==> src/rtl/mac_arith_pkg.sv <==
// Shared arithmetic types and defaults for the MAC backoff datapath.
package mac_arith_pkg;

  typedef enum logic [1:0] {
    AC_BK = 2'd0,
    AC_BE = 2'd1,
    AC_VI = 2'd2,
    AC_VO = 2'd3
  } ac_tag_t;

  localparam int unsigned DEF_MUL_A_W = 17;
  localparam int unsigned DEF_MUL_B_W = 17;
  localparam int unsigned DEF_MUL_P_W = 32;

  // Counter width able to hold 0..n_stage inclusive.
  function automatic int unsigned occ_width(input int unsigned n_stage);
    return $clog2(n_stage + 1);
  endfunction

endpackage

==> src/rtl/backoff_mul_stage.sv <==
// One pipeline slot: valid/data register that loads whenever it is empty or
// its contents are moving on, so bubbles collapse behind a stall.
module backoff_mul_stage #(
  parameter int unsigned DW = 8
) (
  input  logic          clk,
  input  logic          rst_n,
  input  logic          i_flush,
  input  logic          i_up_valid,
  input  logic          i_down_ready,
  input  logic [DW-1:0] i_data,
  output logic          o_ready_c,
  output logic          o_valid,
  output logic [DW-1:0] o_data
);

  logic          r_valid;
  logic [DW-1:0] r_data;

  assign o_ready_c = !r_valid || i_down_ready;
  assign o_valid   = r_valid;
  assign o_data    = r_data;

  // Flush drops the valid bit only; payload may stay stale.
  always_ff @(posedge clk or negedge rst_n) begin
    if (!rst_n) begin
      r_valid <= 1'b0;
      r_data  <= '0;
    end else begin
      if (i_flush)        r_valid <= 1'b0;
      else if (o_ready_c) r_valid <= i_up_valid;
      if (o_ready_c && i_up_valid) r_data <= i_data;
    end
  end

endmodule

==> src/rtl/backoff_mul_pipe.sv <==
// Pipelined tagged unsigned multiplier with valid/ready at both ends.
// Build option BACKOFF_MUL_SAT_EN saturates dout on overflow instead of truncating.
module backoff_mul_pipe
  import mac_arith_pkg::*;
#(
  parameter int unsigned DIN0_WIDTH = DEF_MUL_A_W,
  parameter int unsigned DIN1_WIDTH = DEF_MUL_B_W,
  parameter int unsigned DOUT_WIDTH = DEF_MUL_P_W,
  parameter int unsigned NUM_STAGE  = 3,
  parameter int unsigned TAG_WIDTH  = 2
) (
  input  logic                              ap_clk,
  input  logic                              ap_rst_n,
  input  logic                              flush,
  input  logic                              in_valid,
  output logic                              in_ready,
  input  logic [DIN0_WIDTH-1:0]             din0,
  input  logic [DIN1_WIDTH-1:0]             din1,
  input  logic [TAG_WIDTH-1:0]              in_tag,
  output logic                              out_valid,
  input  logic                              out_ready,
  output logic [DOUT_WIDTH-1:0]             dout,
  output logic [TAG_WIDTH-1:0]              out_tag,
  output logic                              ovf,
  output logic [occ_width(NUM_STAGE)-1:0]   occupancy
);

  localparam int unsigned PW = DIN0_WIDTH + DIN1_WIDTH;
  localparam int unsigned DW = TAG_WIDTH + 1 + PW;
  localparam int unsigned OW = occ_width(NUM_STAGE);

  logic          w_in_xfer;
  logic          w_out_xfer;
  logic [PW-1:0] w_ops_in;
  logic [DW-1:0] w_last_q;
  logic          w_unused_hi;
  logic [OW-1:0] r_occ;

  // Operands travel packed as {a, b}, which is exactly PW bits wide.
  function automatic logic [PW-1:0] mul_full(input logic [PW-1:0] ops);
    return PW'(ops[PW-1:DIN1_WIDTH]) * PW'(ops[DIN1_WIDTH-1:0]);
  endfunction

  // Returns {ovf, dout zero-extended to PW}.
  function automatic logic [PW:0] finalize(input logic [PW-1:0] p);
    logic                  ovf_bit;
    logic [DOUT_WIDTH-1:0] d;
    ovf_bit = (p >> DOUT_WIDTH) != '0;
`ifdef BACKOFF_MUL_SAT_EN
    d = ovf_bit ? '1 : p[DOUT_WIDTH-1:0];
`else
    d = p[DOUT_WIDTH-1:0];
`endif
    return {ovf_bit, PW'(d)};
  endfunction

  assign w_ops_in  = {din0, din1};
  assign w_in_xfer = in_valid && in_ready;

  for (genvar k = 0; k < NUM_STAGE; k++) begin : g_stage
    logic                 w_up_valid;
    logic                 w_down_ready;
    logic                 w_ready;
    logic                 w_valid;
    logic [TAG_WIDTH-1:0] w_tag;
    logic [PW-1:0]        w_pay;
    logic [DW-1:0]        w_d;
    logic [DW-1:0]        w_q;

    // Stage 0 holds operands; the multiply sits between stages 0 and 1.
    if (k == 0) begin : g_src
      assign w_up_valid = w_in_xfer;
      assign w_tag      = in_tag;
      if (NUM_STAGE == 1) begin : g_one
        assign w_pay = mul_full(w_ops_in);
      end else begin : g_ops
        assign w_pay = w_ops_in;
      end
    end else begin : g_src
      assign w_up_valid = g_stage[k-1].w_valid;
      assign w_tag      = g_stage[k-1].w_q[DW-1 -: TAG_WIDTH];
      if (k == 1) begin : g_mul
        assign w_pay = mul_full(g_stage[k-1].w_q[PW-1:0]);
      end else begin : g_pass
        assign w_pay = g_stage[k-1].w_q[PW-1:0];
      end
    end

    if (k == NUM_STAGE - 1) begin : g_dst
      assign w_down_ready = out_ready;
      assign w_d          = {w_tag, finalize(w_pay)};
    end else begin : g_dst
      logic w_unused_ovf;
      assign w_down_ready = g_stage[k+1].w_ready;
      assign w_d          = {w_tag, 1'b0, w_pay};
      assign w_unused_ovf = w_q[PW];
    end

    backoff_mul_stage #(.DW(DW)) u_stage (
      .clk          (ap_clk),
      .rst_n        (ap_rst_n),
      .i_flush      (flush),
      .i_up_valid   (w_up_valid),
      .i_down_ready (w_down_ready),
      .i_data       (w_d),
      .o_ready_c    (w_ready),
      .o_valid      (w_valid),
      .o_data       (w_q)
    );
  end

  assign in_ready    = g_stage[0].w_ready && !flush;
  assign out_valid   = g_stage[NUM_STAGE-1].w_valid;
  assign w_last_q    = g_stage[NUM_STAGE-1].w_q;
  assign dout        = w_last_q[DOUT_WIDTH-1:0];
  assign ovf         = w_last_q[PW];
  assign out_tag     = w_last_q[DW-1 -: TAG_WIDTH];
  assign w_unused_hi = ^(w_last_q[PW-1:0] >> DOUT_WIDTH);
  assign w_out_xfer  = out_valid && out_ready;

  // Running count of occupied slots.
  always_ff @(posedge ap_clk or negedge ap_rst_n) begin
    if (!ap_rst_n)  r_occ <= '0;
    else if (flush) r_occ <= '0;
    else            r_occ <= r_occ + OW'(w_in_xfer) - OW'(w_out_xfer);
  end

  assign occupancy = r_occ;

endmodule
==> config.mk <==
export PLATFORM = sky130hd
export DESIGN_NAME = backoff_mul_pipe
export DESIGN_NICKNAME = d
export VERILOG_FILES = /design/src/rtl/mac_arith_pkg.sv /design/src/rtl/backoff_mul_stage.sv /design/src/rtl/backoff_mul_pipe.sv
export SDC_FILE = /design/constraint.sdc
export NUM_CORES = 1
export LEC_CHECK = 0
export CORE_ASPECT_RATIO = 2
export CORE_MARGIN = 1.5
export CORE_UTILIZATION = 25
export CTS_CLUSTER_SIZE = 40
export DETAILED_ROUTE_END_ITERATION = 16
export DONT_BUFFER_PORTS = 1
export PLACE_DENSITY = 0.37
export SYNTH_ARGS = -nofsm -noshare
export SYNTH_HDL_FRONTEND = slang
export SYNTH_SLANG_ARGS = --single-unit
==> constraint.sdc <==
create_clock -name ap_clk -period 14.3 [get_ports ap_clk]
set_input_delay 2.145 -clock ap_clk [delete_from_list [all_inputs] [get_ports ap_clk]]
set_output_delay 2.145 -clock ap_clk [all_outputs]
set_load 0.01 [all_outputs]
=== Word-level counts from Yosys, hierarchy flattened ===
Cells that the tools add are included.

* Flip-flop bits (word level): 112
* Input port bits: 41

* Reductions and logical operators: 17
* Multiply operators: 1
* Add/sub/neg operators: 2
* Mux-type cells: 7

{| class="wikitable"
|+ Operators with widths
! kind !! count
|-
| multiplier 17 x 17 -> 34 bit || 1
|-
| nonzero test 34 bit || 1
|-
| logical AND 1 bit || 6
|-
| 2-to-1 mux 1 bit || 6
|-
| nonzero test 2 bit || 3
|-
| zero test 1 bit || 4
|-
| logical OR 1 bit || 3
|-
| adder 2 x 1 -> 2 bit || 1
|-
| 2-to-1 mux 2 bit || 1
|-
| subtractor 2 x 1 -> 2 bit || 1
|}

=== Logic depth before layout (Yosys ltp) ===
* Depth after elaboration: 9
* Depth in mapped cells: 24
* Gate-level depth less buffers: 22

=== Modules after synthesis ===
A second synthesis with hierarchy kept.

* Cell total of the unflattened synthesis: 1376
* Area, all modules: 14380.0 sq um

{| class="wikitable"
|+ By module, submodules not included
! module !! seq. area each (sq um) !! area an instance (sq um) !! cells an instance !! instances
|-
| backoff_mul_pipe || 50.0 || 9736.8 || 1130 || 1
|-
| backoff_mul_stage || 950.9 || 1547.7 || 82 || 3
|}

=== Worst setup path before layout ===
OpenSTA, ideal clock, no wires.

* Path type: flip-flop to flip-flop
* From: reg g_stage[0].u_stage.r_data[27]
* To: reg g_stage[1].u_stage.r_data[26]
* Period minus slack after synthesis: 5.834 ns
* Library setup time: 0.132 ns
* Path buffers: 2
* Slack: 8.466 ns
* Cell stages (with the launch flop): 22
* Arrival time: 5.701 ns
* Path through: dfrtp_1 clkbuf_1 clkbuf_1 nand2_1 fa_1 fa_1 fa_1 fa_1 inv_1 fa_1 inv_1 fa_1 inv_1 ha_1 and3_1 a221o_1 a21oi_2 a21o_2 a31oi_4 a41oi_2 xor2_1 o21ai_1

* Cells in the longest elaborated chain, start to end: 1

{| class="wikitable"
|+ Ends and longest elaborated chain
! what !! line !! text
|-
| start: declaration || backoff_mul_stage.sv:18 || <nowiki>logic [DW-1:0] r_data;</nowiki>
|-
| start signal: assignment || backoff_mul_stage.sv:32 || <nowiki>if (o_ready_c && i_up_valid) r_data <= i_data;</nowiki>
|-
| multiplier 17 x 17 -> 34 bit || backoff_mul_pipe.sv:41 || <nowiki>return PW'(ops[PW-1:DIN1_WIDTH]) * PW'(ops[DIN1_WIDTH-1:0]);</nowiki>
|-
| end signal: assignment || backoff_mul_stage.sv:32 ||
|-
| end: declaration || backoff_mul_stage.sv:18 ||
|}

No other way between the ends.
A chain may end at the register's enable or synchronous reset.

=== Worst setup path in the final report ===
* From: reg g_stage[0].u_stage.r_data[2]
* To: reg g_stage[1].u_stage.r_data[28]

The elaborated chain is that of the path after synthesis.

==> flow_summary_export.csv <==
group,metric,value,unit
setup_path,slowest_delay,1.00,ns
clock_tree,numClockSinks,112,
layout,postLayoutCoreUtil,0.271,
setup_path,criticalPathCategory,"reg2reg",
synth,synth.distinct_cells,50,
synth,ys_ff_latch,112,
timing,fmaxAchievable,0.151,GHz
placed_design,gp_congestion,0.778,
timing,rsz0062_at_grt,"false",
detailed_routing,drt_first_pass_iters,4,
clock_tree,cts_tree,"built",
synth,synth_nets,1776,
detailed_routing,avgRoutedWirePerCell,19.3,um
clock_tree,max-clock-path-buffers,2,
detailed_routing,drt.antenna.violating_nets,0,
synth,yosysTopAreaCell,"fa_1",
clock_tree,htreeDepth,3,
setup_path,rr_startpoint,"g_stage[0].u_stage.o_data[2]",
synth,synth_top_cells_by_count,"inv_1 (277), fa_1 (224), nand2_1 (209), and2_1 (132), dfrtp_1 (112)",
global_route,grt_pass1_wl,61900,um
synth,synth_top_cell_area_share,0.327,
timing,fin_crit_sh,0.462,
synth,mappedNetlistArea,0.0137,mm^2
placed_design,place_hpwl,31200,um
synth,async_reset_ff_frac,1.00,
timing,slew_headroom,0.332,
setup_path,worst_setup_path_start_kind,"register",
layout,n_fill_cell,5754,
timing,fin_setup_tns,0,ns
timing,setup_violations,0,
die,core,0.0544,mm^2
layout,fin_nets,1733,
setup_path,cp_slowest_cell,"dfrtp_1",
setup_path,critPathArrivalTime,6.86,ns
detailed_routing,vias_per_cell,4.42,
detailed_routing,drtIter0Drc,279,
clock_tree,clock_latency,0.39,ns
layout,final_area,0.0147,mm^2
synth,syn_area_per_cell,9.80,um^2
outcome,outcome,"completed",
global_route,grt_antenna_before_repair,5,
die,ios,80,
detailed_routing,vias,9020,
die,start_util,0.253,
clock_tree,clkTransAtPathRegs,0.09,ns
global_route,track_usage,0.148,
die,die_area,0.0564,mm^2
clock_tree,cts_resized,0,
placed_design,dpl-instance-area,0.0144,mm^2
detailed_routing,drcViolationCount,0,
global_route,grt_start_max_net_pins,113,
setup_path,crit_start,"g_stage[0].u_stage.o_data[2]",
synth,yosysMostFrequentCell,"inv_1",
layout,drive_gt1_frac,0.0587,
timing,slew_violations,0,
die,die_y,334,um
clock_tree,postCtsSetupRepairBufs,0,
worst_hold_path,min_from,"g_stage[1].u_stage.o_data[21]",
timing,finalCriticalPeriod,6.61,ns
setup_path,cp-end-kind,"register",
synth,synth_flop_cell,"dfrtp_1",
setup_path,crit_top_cell,"fa_1",
synth,synth-edff-count,0,
job,max_cap_violations,0,
setup_path,crit_required,14.56,ns
synth,synth_seq_area_share,0.204,
layout,area.growth.synth_to_final,7.28,%
synth,netlist_top_cells_area,"fa_1 (33%), dfrtp_1 (20%), ha_1 (10%)",
synth,syn-instance-count,1401,
global_route,grt_pass1_vias,10400,
clock_tree,cts-root-buf,"clkbuf_16",
setup_path,worstPathCellList,"nand2_1, fa_1, fa_1, fa_1, fa_1, inv_1, fa_1, inv_1, fa_1, inv_1, ha_1, and3_1, a221o_1, a21oi_2, a21o_2, a31oi_4, a41oi_2, xor2_1, o21ai_1",
placed_design,numPortBuffers,0,
detailed_routing,totalWireLength,39300,um
timing,final-hold-violation-count,0,
timing,skew,0.0167,ns
setup_path,cp_max_fo,18,
synth,ys.warnings.count,0,
die,die_w,169,um
clock_tree,postCtsHoldBufs,0,
die,row_count,121,
timing,worst_pin_slew,1.00,ns
global_route,grt-ovfl-total,0,
worst_hold_path,hold_class,"reg2reg",
clock_tree,cts_made_buffers,9,
cell usage in the layout (no fill, tap or decap), drive strengths merged, types with 2 or more instances in the layout:
cell type	instances
o21a	3
nand3	11
buf	10
nor3b	4
xor2	15
fa	224
inv	279
nor2b	4
a41oi	2
nor2	17
a31oi	3
a21oi	25
dfrtp	112
o21ai	39
nand2	209
xnor2	15
diode	2
a211o	2
and3	3
nand4	3
mux2	76
mux2i	2
and2	132
a211oi	3
o211ai	3
ha	110
o21bai	4
nor3	4
o31ai	2
bufinv	2
clkbuf	10
a21o	17
a21boi	2
nand2b	3
layout make-up:
type | instances | area, um^2 | share of cell area
flip-flops and latches | 112 | 2800 | 0.190
diodes | 2 | 5.00 | 0.000340
repair buffers | 10 | 75.1 | 0.00510
clock inverters | 5 | 88.8 | 0.00603
inverters | 277 | 1040 | 0.0706
clock buffers | 10 | 229 | 0.0155
multi-input cells | 948 | 9640 | 0.655
well taps | 676 | 846 | 0.0574
through the flow:
step                      hold slack (ns)  setup WS, ns  instances
after floorplan                     0.445          8.47       1401
after global placement              0.457          7.72       2023
after detailed placement            0.472          7.63       2023
after CTS                           0.493          7.62       2038
after global routing                0.513          7.40       2038
final                               0.483          7.69       2040
flip-flops by register name, summed over array words and instances (netlist names):
register / count
g_stage.u_stage.o_valid: 3
g_stage.u_stage.o_data: 107
occupancy: 2
cells by family after synthesis:
family / after synthesis / share of synthesized area
AO/OA/AOI/OAI: 114 / 0.0554
XOR/XNOR: 30 / 0.0191
adder cells (fa/ha/maj): 334 / 0.427
buffers and inverters: 341 / 0.0941
flip-flops: 112 / 0.204
multiplexers: 78 / 0.0638
AND/OR/NAND/NOR: 392 / 0.136
per-layer routing:
metal | track usage | vias to the layer above | share of wire
li1 | - | 4173 | -
met1 | 0.159 | 4683 | 0.38
met2 | 0.290 | 117 | 0.56
met3 | 0.0207 | 43 | 0.030
met4 | 0.0490 | 4 | 0.022
met5 | 0 | - | 0.00066
worst max-delay path: cells and delay by family (launching register included):
kind,cells,cell delay (ns)
adders and majority gates,7,3.43
AOI/OAI and AO/OA,6,1.22
DFF,1,1.00
and+or+nand+nor,2,0.45
xor gates and xnor gates,1,0.23
buffers and inverters,3,0.14
final timing paths:
check                           cells after the start  slack (ns)                            end
worst min register to register                      2        0.48  g_stage[1].u_stage.o_data[21]
worst min-delay path                                2        0.48  g_stage[1].u_stage.o_data[21]
worst max-delay path                               19        7.69  g_stage[1].u_stage.o_data[28]
max in group asynchronous                           0       12.51   g_stage[1].u_stage.o_data[6]
min in group asynchronous                           0        1.44  g_stage[0].u_stage.o_data[26]
worst max register to register                     19        7.69  g_stage[1].u_stage.o_data[28]
Power is not shown: default switching activity piles up to over one toggle a cycle in this logic, so the estimate is an artifact.
